$ cat config.mk
export PLATFORM = sky130hd
export DESIGN_NAME = alu_arbiter
export DESIGN_NICKNAME = d
export VERILOG_FILES = /design/src/rtl/alu_pkg.sv /design/src/rtl/rr_arb2.sv /design/src/rtl/alu_arbiter.sv
export SDC_FILE = /design/constraint.sdc
export NUM_CORES = 1
export LEC_CHECK = 0
export BUFFER_PORTS_ARGS = -buffer_cell sky130_fd_sc_hd__buf_2
export CAP_MARGIN = 20
export CORE_MARGIN = 10
export CORE_UTILIZATION = 25
export CTS_CLUSTER_SIZE = 30
export DETAILED_ROUTE_END_ITERATION = 16
export GPL_TIMING_DRIVEN = 0
export PLACE_DENSITY = 0.66
export SLEW_MARGIN = 20
export SYNTH_ARGS = -nofsm -noshare
export SYNTH_HDL_FRONTEND = slang
export SYNTH_SLANG_ARGS = --single-unit
$ cat constraint.sdc
create_clock -name clk -period 1.81 [get_ports clk]
set_input_delay 0.0905 -clock clk [delete_from_list [all_inputs] [get_ports clk]]
set_output_delay 0.0905 -clock clk [all_outputs]
set_load 0.03 [all_outputs]
$ cat src/rtl/alu_pkg.sv
// alu_pkg: ALU opcode constants and arbiter state type shared by the ALU arbiter.
package alu_pkg;
    localparam logic [2:0] OP_ADD = 3'b000;
    localparam logic [2:0] OP_SUB = 3'b001;
    localparam logic [2:0] OP_AND = 3'b010;
    localparam logic [2:0] OP_OR  = 3'b011;
    localparam logic [2:0] OP_SLL = 3'b101;
    typedef enum logic [1:0] {IDLE, EXEC, RESP} arb_state_t;
endpackage

$ cat src/rtl/rr_arb2.sv
// rr_arb2: two-way round-robin grant; on a tie the requester not granted last wins.
module rr_arb2 (
    input  logic v0,
    input  logic v1,
    input  logic last,
    output logic g0,
    output logic g1
);
    assign g0 = v0 && (!v1 || last);
    assign g1 = v1 && (!v0 || !last);
endmodule

$ cat src/rtl/alu_arbiter.sv
// alu_arbiter: shares one registered ALU between two requesters, one operation per three cycles.
module alu_arbiter import alu_pkg::*; #(
    parameter int XLEN = 32
) (
    input  logic            clk,
    input  logic            reset,
    input  logic            req0_valid,
    output logic            req0_ready,
    input  logic [XLEN-1:0] req0_in1,
    input  logic [XLEN-1:0] req0_in2,
    input  logic [2:0]      req0_op,
    input  logic            req1_valid,
    output logic            req1_ready,
    input  logic [XLEN-1:0] req1_in1,
    input  logic [XLEN-1:0] req1_in2,
    input  logic [2:0]      req1_op,
    output logic            resp0_valid,
    output logic            resp1_valid,
    output logic [XLEN-1:0] resp_out,
    output logic            resp_zero,
    output logic            resp_lt,
    output logic            resp_ltu,
    output logic [XLEN-1:0] alu_in1,
    output logic [XLEN-1:0] alu_in2,
    output logic [2:0]      alu_op,
    input  logic [XLEN-1:0] alu_out,
    input  logic            zero,
    input  logic            less_than,
    input  logic            less_than_unsigned
);
    arb_state_t state;
    logic owner, last, g0, g1, hs;
    rr_arb2 u_arb (.v0(req0_valid), .v1(req1_valid), .last(last), .g0(g0), .g1(g1));
    assign req0_ready  = state == IDLE && !reset && g0;
    assign req1_ready  = state == IDLE && !reset && g1;
    assign hs          = req0_ready || req1_ready;
    assign resp0_valid = state == RESP && !owner;
    assign resp1_valid = state == RESP && owner;
    // The ALU result registered during EXEC is presented directly while in RESP.
    assign resp_out    = alu_out;
    assign resp_zero   = zero;
    assign resp_lt     = less_than;
    assign resp_ltu    = less_than_unsigned;
    always_ff @(posedge clk) begin
        if (reset) begin
            state   <= IDLE;
            alu_in1 <= '0;
            alu_in2 <= '0;
            alu_op  <= OP_ADD;
            owner   <= 1'b0;
            last    <= 1'b1;
        end else begin
            state <= state == EXEC ? RESP : (state == IDLE && hs) ? EXEC : IDLE;
            if (hs) begin
                alu_in1 <= req1_ready ? req1_in1 : req0_in1;
                alu_in2 <= req1_ready ? req1_in2 : req0_in2;
                alu_op  <= req1_ready ? req1_op : req0_op;
                owner   <= req1_ready;
                last    <= req1_ready;
            end
        end
    end
endmodule

==> results of run 1 <==
per-layer routing:
metal	part of all wire, %	up-vias	track usage (%)
met5	0	-	0
met4	1.8	0	5.86
met3	9.4	19	5.51
met2	47	196	25.8
met1	41	2109	18.3
li1	-	2208	-
worst max-delay path, delay by kind of cell, from the launching register on:
family,cells,cell delay (ns)
simple gates,1,0.38
compound gates,1,0.23
flops,1,0.34
buf+inv,3,0.42
through the flow:
step | area [um2] | util, %
4_1_cts | 5570 | 37.1
3_3_place_gp | 5260 | 35.0
6_report | 5650 | 37.6
3_5_place_dp | 5260 | 35.0
2_1_floorplan | 3810 | -
5_1_grt | 5650 | 37.6
report_power, final:
part	leakage [nW]	internal, mW	switching, mW
Clock	0.132	0.986	0.656
Combinational	1.74	0.563	1.01
Sequential	0.587	1.71	0.0752
cell usage in the layout, fill, tap and decap left out, types with 2 or more instances in the layout:
master,netlist,routed
buf_2,18,255
dfxtp_1,71,69
a21oi_1,68,68
nand3_1,67,67
o21ai_0,66,48
a311oi_1,47,47
buf_4,36,41
clkbuf_1,37,27
a311oi_2,20,20
o21ai_1,2,20
clkbuf_2,1,10
clkbuf_16,0,9
buf_6,3,7
nor3b_1,3,3
inv_1,3,3
clkbuf_4,0,2
clkbuf_8,0,2
what timing repair did:
item	4_1_cts	5_1_grt
buffers inserted	3	4
hold buffers	0	0
pin swaps	2	3
resized for setup	15	35
endpoints found under the setup margin	69	56
worst max path at each step:
stage	start	end	slack (ns)
global route	state[1]	req0_ready	-0.06
CTS	state[0]	req0_ready	-0.04
global placement	state[0]	alu_in2[1]	-0.29
detailed placement	state[0]	alu_in2[1]	-0.31
floorplan	state[0]	owner	0.14
finish	state[1]	req0_ready	-0.007
sequential cells by signal, summed over array words and instances, names as in the netlist:
name	flops
alu_in2	32
owner	1
alu_in1	32
alu_op	3
state	2
last	1
layout make-up:
class                           instances  area [um2]  area share, %
Multi-Input combinational cell        282        1850           32.8
Timing Repair Buffer                  249        1290           22.8
Buffer                                 93         568           10.1
Tap cell                              188         235           4.16
Sequential cell                        71        1430           25.2
Clock inverter                          1        5.00         0.0886
Inverter                                3        11.3          0.199
Clock buffer                           13         260           4.61
cells by family after synthesis:
kind of cell | after synthesis | synth area share (%)
compound gates | 207 | 37.7
flops | 71 | 37.4
simple gates | 75 | 10.4
buf+inv | 98 | 14.4
==> metrics.md, run 1 <==
| Metric | Value |
|---|---|
| Outcome | finished with violations |
| Failing checks | negative setup slack |
| Top-area cell type share of the netlist area | 37.4% |
| CTS clk-pin slew, worst paths | 0.06 ns |
| TritonCTS clock tree | yes |
| Ys Warns | 0 |
| Leakage | 2.46 nW |
| CP Max Fanout | 5 |
| TNS Setup | -0.00701 ns |
| Initial antenna violation count | 1 |
| First-iteration detailed-routing DRC count | 236 |
| Io pins | 279 |
| FMAX | 0.550 GHz |
| Die Footprint | about 0.021 mm2 |
| Die width | 143 um |
| Vias in the first global route | around 4600 |
| H-tree depth | 3 |
| Total Nets Final | 882 |
| First drt pass iteration count | 4 |
| Via count | 4532 |
| Synth Register Bits | 71 |
| Crit path top cell by count | buf_6 |
| Hold_ws | 0.0292 ns |
| Core area | 0.0150 mm2 |
| DP HPWL | 13300 um |
| Number of flops mapped to enable cells by yosys | 0 |
| Least-Margin Pin Slew | 0.713 ns |
| Peak VDD IR | 0.386 mV |
| Setup slack, reg-to-reg | around 0.04 ns |
| Grt total ovfl | 0 |
| DRC | 0 |
| Clock Sinks | 71 |
| RR Endpoint | alu_in2[14] |
| Dpl cells | 881 |
| Total chip power | 5.00 mW |
| RSZ-0062 raised after global routing | yes |
| Fin. Hold Viols | 0 |
| Relative slew slack | 52.5% |
| Post-synth cell types | 23 |
| Layout cells sized above 1 | 50.1% |
| Std-Cell Rows | 45 |
| Final WS setup | -0.00701 ns |
| Num CTS Buffers | 9 |
| GRT Overall Usage | 15.7% |
| Worst r2r path cells | 6 |
| Asr flop ratio synth | 0% |
| Cell taking the most area after synthesis | dfxtp_1 |
| Drt total wl | 17300 um |
| Diodes inserted | 0 |
| DR vias/cell | ~5 |
| RR Startpoint | state[1] |
| Final GP Congestion | 0.784 |
| Area Overhead vs Synth | 48.6% |
| Port Buf Inserts | between 200 and 250 |
| Cells after synthesis | 451 |
| Crit-path slowest cell | or3_4 |
| Synth top cells by count | dfxtp_1 (71), a21oi_1 (68), nand3_1 (67), o21ai_0 (66), a311oi_1 (47) |
| Most numerous cell in the Yosys netlist | dfxtp_1 |
| Critical path class | reg -> out |
| Fill cell count | 1610 |
| Global-route wire length before repair | 25300 um |
| Top post-synthesis cells by area | dfxtp_1 (37%), a311oi_1 (11%), a21oi_1 (9.0%) |
| Root Buffer | clkbuf_16 |
| Initial Util | 25.3% |
| WP data arrival | 1.73 ns |
| Antenna Nets Post-Route | 0 |
| Final std cells w/o fill | 900 |
| Sequential area share after synthesis | 37.4% |
| Clk_skew | 0.00640 ns |
| WL per Instance | 19.2 um |
| Hold WC Path Type | in -> reg |
| Die height | 143 um |
| Slew Viols, Final | 0 |
| Max-cap viol count | 0 |
| Clk_lat worst skew | 0.33 ns |
| Largest net degree at the start of global routing | 14 |
| Worst hold start | req1_in1[28] |
| CP Launch Type | flop |
| Prevailing post-synth register cell | dfxtp_1 |
| WHS Path Cells | 3 |
| CP endpoint kind | primary output |
| Syn_area_per_cell | 8.43 um2 |
| Pwr dens | 885 mW/mm2 |
| Clock Tree Buf Depth | 2 |
| Syn Nets | ~620 |
| Critical path, cell by cell | or3_4 > buf_6 > buf_8 > a211oi_4 > buf_6 |
| Place WS | -0.305 ns |
| Final min period | around 1.8 ns |
| Critical path required time | about 1.7 ns |
| Cell Area, Synth | about 0.0038 mm2 |
| Hold Crit Endpoint | alu_in1[28] |
| Final Cycle Share | 100% |
| Max incr delay on CP | 0.38 ns |
| # setup viols final | 1 |
No activity file was read; power rests on OpenSTA's default activity.
==> inputs of run 2 (changes only) <==
Settings changed: CORE_UTILIZATION 25 to 40, PLACE_DENSITY 0.66 to 0.91.
==> run 2 against run 1 <==
- the flow still finishes with violations (negative setup slack)
- clock power fell by 4%
- register-to-register slack is essentially flat
- sequential power about the same
- worst hold slack got worse by 0.010 ns
- cell count decreased by 5.8%
- total power is 1.5% lower
- clock skew increased by 0.0016 ns
- highest routed layer unchanged
==> metrics.md, run 2 (synthesis results as in run 1) <==
| Metric | Value |
|---|---|
| Diodes inserted | 0 (unchanged) |
| Reg area | 0.00143 mm2 (unchanged) |
| Final std cells w/o fill | 848 (was 900) |
| Vias in the first global route | 4587 (was 4642) |
| RSZ-0062 raised after global routing | yes (unchanged) |
| Clk_lat worst skew | 0.35 ns (was 0.33 ns) |
| Final min period | 1.83 ns (was 1.82 ns) |
| Commonest non-fill, non-tap cells in the layout | buf_2 (253), dfxtp_1 (69), a21oi_1 (68), nand3_1 (67), o21ai_0 (51) (was buf_2 (255), dfxtp_1 (69), a21oi_1 (68), nand3_1 (67), o21ai_0 (48)) |
| DP HPWL | 12900 um (was 13300 um) |
| First-iteration detailed-routing DRC count | 456 (was 236) |
| CTS clk-pin slew, worst paths | 0.08 ns (was 0.06 ns) |
| Internal power | 3.22 mW (was 3.26 mW) |
| Buffers and inverters on the worst path | 3 (unchanged) |
| TNS Setup | -0.0151 ns (was -0.00701 ns) |
| Critical path's top delay family | buffers and inverters (unchanged) |
| Crit path top cell by count | buf_6 (unchanged) |
| Fill cell count | 840 (was 1610) |
| Crit-path slowest cell | or3_4 (unchanged) |
| Largest net degree at the start of global routing | 13 (was 14) |
| Area Overhead vs Synth | 46.8% (was 48.6%) |
| Via count | 4710 (was 4532) |
| Clock network fraction of total power | 31.9% (was 32.8%) |
| Outcome | finished with violations (unchanged) |
| Final GP Congestion | 0.868 (was 0.784) |
| Die Footprint | 0.0138 mm2 (was 0.0205 mm2) |
| Failing checks | negative setup slack (unchanged) |
| Antenna Nets Post-Route | 0 (unchanged) |
| CP endpoint kind | primary output (unchanged) |
| # setup viols final | 1 (unchanged) |
| CP Launch Type | flop (unchanged) |
| Final WS setup | -0.0151 ns (was -0.00701 ns) |
| H-tree depth | 3 (unchanged) |
| Core area | 0.00924 mm2 (was 0.0150 mm2) |
| Final Cycle Share | 101% (was 100%) |
| Clk_skew | 0.00801 ns (was 0.00640 ns) |
| Registers with the most flip-flops | alu_in1 x32, alu_in2 x32, alu_op x3 (unchanged) |
| Switching part of the total | 34.6% (was 34.8%) |
| Relative slew slack | 52.7% (was 52.5%) |
| FMAX | 0.548 GHz (was 0.550 GHz) |
| WP data arrival | 1.73 ns (about the same) |
| Hold WC Path Type | in -> reg (unchanged) |
| Layout cells sized above 1 | 50.3% (was 50.1%) |
| Initial antenna violation count | 0 (was 1) |
| Drt total wl | 16700 um (was 17300 um) |
| Port Buf Inserts | 242 (unchanged) |
| First drt pass iteration count | 5 (was 4) |
| Clock Tree Buf Depth | 2 (unchanged) |
| Hold_ws | 0.0189 ns (was 0.0292 ns) |
| Fin. Hold Viols | 0 (unchanged) |
| Num CTS Buffers | 9 (unchanged) |
| Peak VDD IR | 0.455 mV (was 0.386 mV) |
| Area of all placed cells without fillers | 0.00558 mm2 (was 0.00565 mm2) |
| Root Buffer | clkbuf_8 (was clkbuf_16) |
| Total Nets Final | 887 (was 882) |
| Critical path required time | 1.72 ns (about the same) |
| Sequential share of power | 36.3% (was 35.7%) |
| Initial Util | 41.2% (was 25.3%) |
| Comb pwr share | 31.7% (was 31.4%) |
| Die width | 118 um (was 143 um) |
| Placement Cell Area | 0.00518 mm2 (was 0.00526 mm2) |
| Max-cap viol count | 0 (unchanged) |
| Critical path, cell by cell | or3_4 > buf_6 > buf_8 > a211oi_4 > buf_6 (unchanged) |
| Critical path class | reg -> out (unchanged) |
| Io pins | 279 (unchanged) |
| Grt total ovfl | 0 (unchanged) |
| Slew Viols, Final | 0 (unchanged) |
| Std-Cell Rows | 35 (was 45) |
| Leakage | 2.46 nW (about the same) |
| Least-Margin Pin Slew | 0.710 ns (was 0.713 ns) |
| Clock Sinks | 71 (unchanged) |
| Most common cell after layout, fill and taps aside | buf_2 (unchanged) |
| DR vias/cell | 5.55 (was 5.04) |
| Multi-input logic area | 0.00186 mm2 (was 0.00185 mm2) |
| TritonCTS clock tree | yes (unchanged) |
| WL per Instance | 19.7 um (was 19.2 um) |
| GRT Overall Usage | 21.8% (was 15.7%) |
| Max incr delay on CP | 0.38 ns (about the same) |
| CP Max Fanout | 5 (unchanged) |
| Pwr dens | 882 mW/mm2 (was 885 mW/mm2) |
| Dpl cells | 822 (was 881) |
| Die height | 118 um (was 143 um) |
| Switching power | 1.70 mW (was 1.74 mW) |
| DRC | 0 (unchanged) |
| Global-route wire length before repair | 25000 um (was 25300 um) |
[run 2: changes by cell type in the layout (fill, tap and decap cells not counted), moves of 2 or more]
| cell | before | now |
|---|---|---|
| clkbuf_16 | 9 | 0 |
| clkbuf_8 | 2 | 10 |
| buf_4 | 41 | 44 |
| bufinv_16 | 0 | 3 |
| dlygate4sd3_1 | 0 | 3 |
| o21ai_0 | 48 | 51 |
| o21ai_1 | 20 | 17 |
| buf_2 | 255 | 253 |
| buf_6 | 7 | 5 |
| clkbuf_4 | 2 | 4 |
[run 2: worst register-to-register path: stages (launching register included)]
cell and delay (ns):
dfxtp_4 0.36, or3_4 0.38, buf_6 0.14, buf_4 0.15, clkbuf_1 0.21, o21ai_0 0.26, a311oi_2 0.13
[run 2: metrics by stage]
stage | util [%] | total power, mW | setup WS (ns)
finish | 60.4 | 4.92 | -0.0151
global route | 60.4 | 5.14 | -0.0724
CTS | 59.4 | 4.90 | -0.0780
detailed placement | 56.1 | 3.33 | -0.193
global placement | 56.1 | 3.30 | -0.127
floorplan | - | 2.80 | 0.138
[run 2: power groups by stage]
stage	registers, mW	logic, mW	clock network (mW)
6_report	1.79	1.56	1.57
5_1_grt	1.81	1.67	1.67
4_1_cts	1.79	1.53	1.59
3_5_place_dp	1.82	1.51	0
3_3_place_gp	1.81	1.49	0
2_1_floorplan	2.09	0.708	0
[run 2: layer usage]
| metal | GRT usage (%) | share of wire [%] | vias to the layer above |
|---|---|---|---|
| met5 | 0 | 0 | - |
| met4 | 3.71 | 0.80 | 0 |
| met3 | 8.01 | 9.1 | 10 |
| met2 | 38.5 | 52 | 259 |
| met1 | 24.8 | 38 | 2225 |
| li1 | - | - | 2216 |
[run 2: path summary, 6_finish.rpt]
path                     start     endpoint  slack [ns]  depth (start not counted)
setup reg to reg      state[0]  alu_in2[11]        0.03                          6
setup / recovery      state[0]   req0_ready       -0.02                          5
hold reg to reg       state[1]     state[1]        0.47                          1
hold / removal    req0_in1[26]  alu_in1[26]        0.02                          3
[run 2: area by class of cell]
cell class | count | area share, %
clock inverter | 6 | 1.93
buffer | 95 | 10.4
multi-input combinational | 282 | 33.3
inverter | 3 | 0.202
clock buffer | 10 | 2.47
tap | 129 | 2.89
timing repair buffer | 252 | 23.3
sequential | 71 | 25.5
[run 2: repair_timing]
action,CTS,global route
pin swaps,2,1
hold endpoints to repair,1,2
hold buffers,1,2
resized for setup,10,43
endpoints found under the setup margin,53,23
setup buffers,3,4
cloned,0,0
==> inputs of run 3 (changes only) <==
Settings changed: MAX_ROUTING_LAYER set to met4.
==> run 3 against run 2 <==
- the flow still finishes with violations (negative setup slack)
- total power is essentially flat
- sequential power about the same
- register-to-register slack about the same
- critical path type unchanged
- highest routed layer unchanged
==> metrics.md, run 3 (synthesis results as in run 1) <==
| Metric | Value |
|---|---|
| Outcome | finished with violations (unchanged) |
| Failing checks | negative setup slack (unchanged) |
| WL per Instance | 19.7 um (about the same) |
| Final std cells w/o fill | 848 (unchanged) |
| Sequential share of power | 36.3% (about the same) |
| Relative slew slack | 53.8% (was 52.7%) |
| Critical path, cell by cell | or3_4 > buf_6 > buf_8 > a211oi_4 > buf_6 (unchanged) |
| WHS Path Cells | 3 (unchanged) |
| Placement Cell Area | 0.00518 mm2 (unchanged) |
| Critical path required time | 1.72 ns (about the same) |
| Core area | 0.00924 mm2 (unchanged) |
| Total chip power | 4.92 mW (about the same) |
| Initial antenna violation count | 0 (unchanged) |
| Critical path class | reg -> out (unchanged) |
| Least-Margin Pin Slew | 0.694 ns (was 0.710 ns) |
| Root Buffer | clkbuf_8 (unchanged) |
| Max incr delay on CP | 0.38 ns (about the same) |
| Grt total ovfl | 0 (unchanged) |
| Worst hold start | req0_in1[26] (unchanged) |
| Area of all placed cells without fillers | 0.00558 mm2 (unchanged) |
| CP Max Fanout | 5 (unchanged) |
| DP HPWL | 12900 um (unchanged) |
| Most common cell after layout, fill and taps aside | buf_2 (unchanged) |
| Internal power | 3.22 mW (about the same) |
| Global-route wire length before repair | 25000 um (about the same) |
| Registers with the most flip-flops | alu_in1 x32, alu_in2 x32, alu_op x3 (unchanged) |
| Layout cells sized above 1 | 50.3% (unchanged) |
| First drt pass iteration count | 5 (unchanged) |
| Final WS setup | -0.0157 ns (was -0.0151 ns) |
| TritonCTS clock tree | yes (unchanged) |
| Worst r2r path cells | 6 (unchanged) |
| Crit-path slowest cell | or3_4 (unchanged) |
| Die Footprint | 0.0138 mm2 (unchanged) |
| Antenna Nets Post-Route | 0 (unchanged) |
| Setup slack, reg-to-reg | 0.03 ns (about the same) |
| DR vias/cell | 5.58 (was 5.55) |
| Drt total wl | 16700 um (about the same) |
| Commonest non-fill, non-tap cells in the layout | buf_2 (253), dfxtp_1 (69), a21oi_1 (68), nand3_1 (67), o21ai_0 (51) (unchanged) |
| Largest net degree at the start of global routing | 13 (unchanged) |
| Diodes inserted | 0 (unchanged) |
| Crit path top cell by count | buf_6 (unchanged) |
| Place WS | -0.193 ns (unchanged) |
| Num CTS Buffers | 9 (unchanged) |
| Die width | 118 um (unchanged) |
| Max-cap viol count | 0 (unchanged) |
| Std-Cell Rows | 35 (unchanged) |
| CTS clk-pin slew, worst paths | 0.08 ns (about the same) |
| Final min period | 1.83 ns (about the same) |
| Leakage | 2.46 nW (unchanged) |
| Peak VDD IR | 0.452 mV (was 0.455 mV) |
| First-iteration detailed-routing DRC count | 448 (was 456) |
| RR Endpoint | alu_in2[11] (unchanged) |
| RSZ-0062 raised after global routing | yes (unchanged) |
| FMAX | 0.548 GHz (about the same) |
| Final Cycle Share | 101% (about the same) |
| Final GP Congestion | 0.882 (was 0.868) |
| Hold WC Path Type | in -> reg (unchanged) |
| Total Nets Final | 887 (unchanged) |
| DRC | 0 (unchanged) |
| # setup viols final | 1 (unchanged) |
| Slew Viols, Final | 0 (unchanged) |
| Vias in the first global route | 4605 (was 4587) |
| CP endpoint kind | primary output (unchanged) |
| Hold_ws | 0.0191 ns (was 0.0189 ns) |
| Comb pwr share | 31.8% (was 31.7%) |
| Via count | 4735 (was 4710) |
| Fill cell count | 840 (unchanged) |
| Io pins | 279 (unchanged) |
| Clock Sinks | 71 (unchanged) |
| Clock network fraction of total power | 31.9% (about the same) |
| TNS Setup | -0.0157 ns (was -0.0151 ns) |
| Pwr dens | 882 mW/mm2 (about the same) |
| Port Buf Inserts | 242 (unchanged) |
| WP data arrival | 1.74 ns (was 1.73 ns) |
| Fin util | 60.4% (unchanged) |
| GRT Overall Usage | 22.4% (was 21.8%) |
| H-tree depth | 3 (unchanged) |
| Area Overhead vs Synth | 46.8% (unchanged) |
| Hold Crit Endpoint | alu_in1[26] (unchanged) |
| Clock Tree Buf Depth | 2 (unchanged) |
| Clk_skew | 0.00747 ns (was 0.00801 ns) |
| Die height | 118 um (unchanged) |
| Clk_lat worst skew | 0.35 ns (about the same) |
| Multi-input logic area | 0.00186 mm2 (unchanged) |
| Switching power | 1.70 mW (about the same) |
| Dpl cells | 822 (unchanged) |
| RR Startpoint | state[0] (unchanged) |
| Reg area | 0.00143 mm2 (unchanged) |
| Switching part of the total | 34.5% (was 34.6%) |
| Fin. Hold Viols | 0 (unchanged) |
| CP Launch Type | flop (unchanged) |
| Initial Util | 41.2% (unchanged) |
[run 3: cell counts in the layout (fill, tap and decap cells not counted)]
No cell type changed its count.
[run 3: worst max-delay path, delay by kind of cell, from the launching register on]
family / cells / cell delay, ns
buffers and inverters: 3 / 0.42
AOI/OAI and AO/OA: 1 / 0.23
and+or+nand+nor: 1 / 0.38
DFF: 1 / 0.36
[run 3: worst max-delay path by stage]
| stage | slack, ns | startpoint | cells past startpoint | end |
|---|---|---|---|---|
| after global placement | -0.13 | state[0] | 5 | alu_in2[4] |
| final | -0.02 | state[0] | 5 | req0_ready |
| after floorplan | 0.14 | state[0] | 5 | owner |
| after global routing | -0.07 | state[0] | 5 | req0_ready |
| after detailed placement | -0.19 | state[0] | 5 | alu_in2[4] |
| after CTS | -0.08 | state[0] | 5 | req0_ready |
[run 3: area by class of cell]
class	instances	area share (%)
Sequential cell	71	25.5
Tap cell	129	2.89
Clock inverter	6	1.93
Buffer	95	10.4
Timing Repair Buffer	252	23.3
Inverter	3	0.202
Multi-Input combinational cell	282	33.3
Clock buffer	10	2.47
[run 3: routing by layer]
layer	GRT usage [%]	vias to the layer above	wire length [um]	part of all wire, %
li1	-	2217	-	-
met1	25.5	2243	6740	40
met2	38.6	259	8640	52
met3	6.62	16	1200	7.2
met4	3.71	0	152	0.91
met5	-	-	0	0
[run 3: power groups by stage]
stage / clock network (mW) / registers [mW] / logic, mW
floorplan: 0 / 2.09 / 0.708
detailed placement: 0 / 1.82 / 1.51
finish: 1.57 / 1.79 / 1.56
global route: 1.67 / 1.81 / 1.67
global placement: 0 / 1.81 / 1.49
CTS: 1.59 / 1.79 / 1.53
[run 3: timing repair]
item / 4_1_cts / 5_1_grt
resized for setup: 10 / 43
setup endpoints to repair: 53 / 23
endpoints found under the hold margin: 1 / 2
hold buffers: 1 / 2
pin swaps: 2 / 1
setup buffers: 3 / 4
gates cloned: 0 / 0
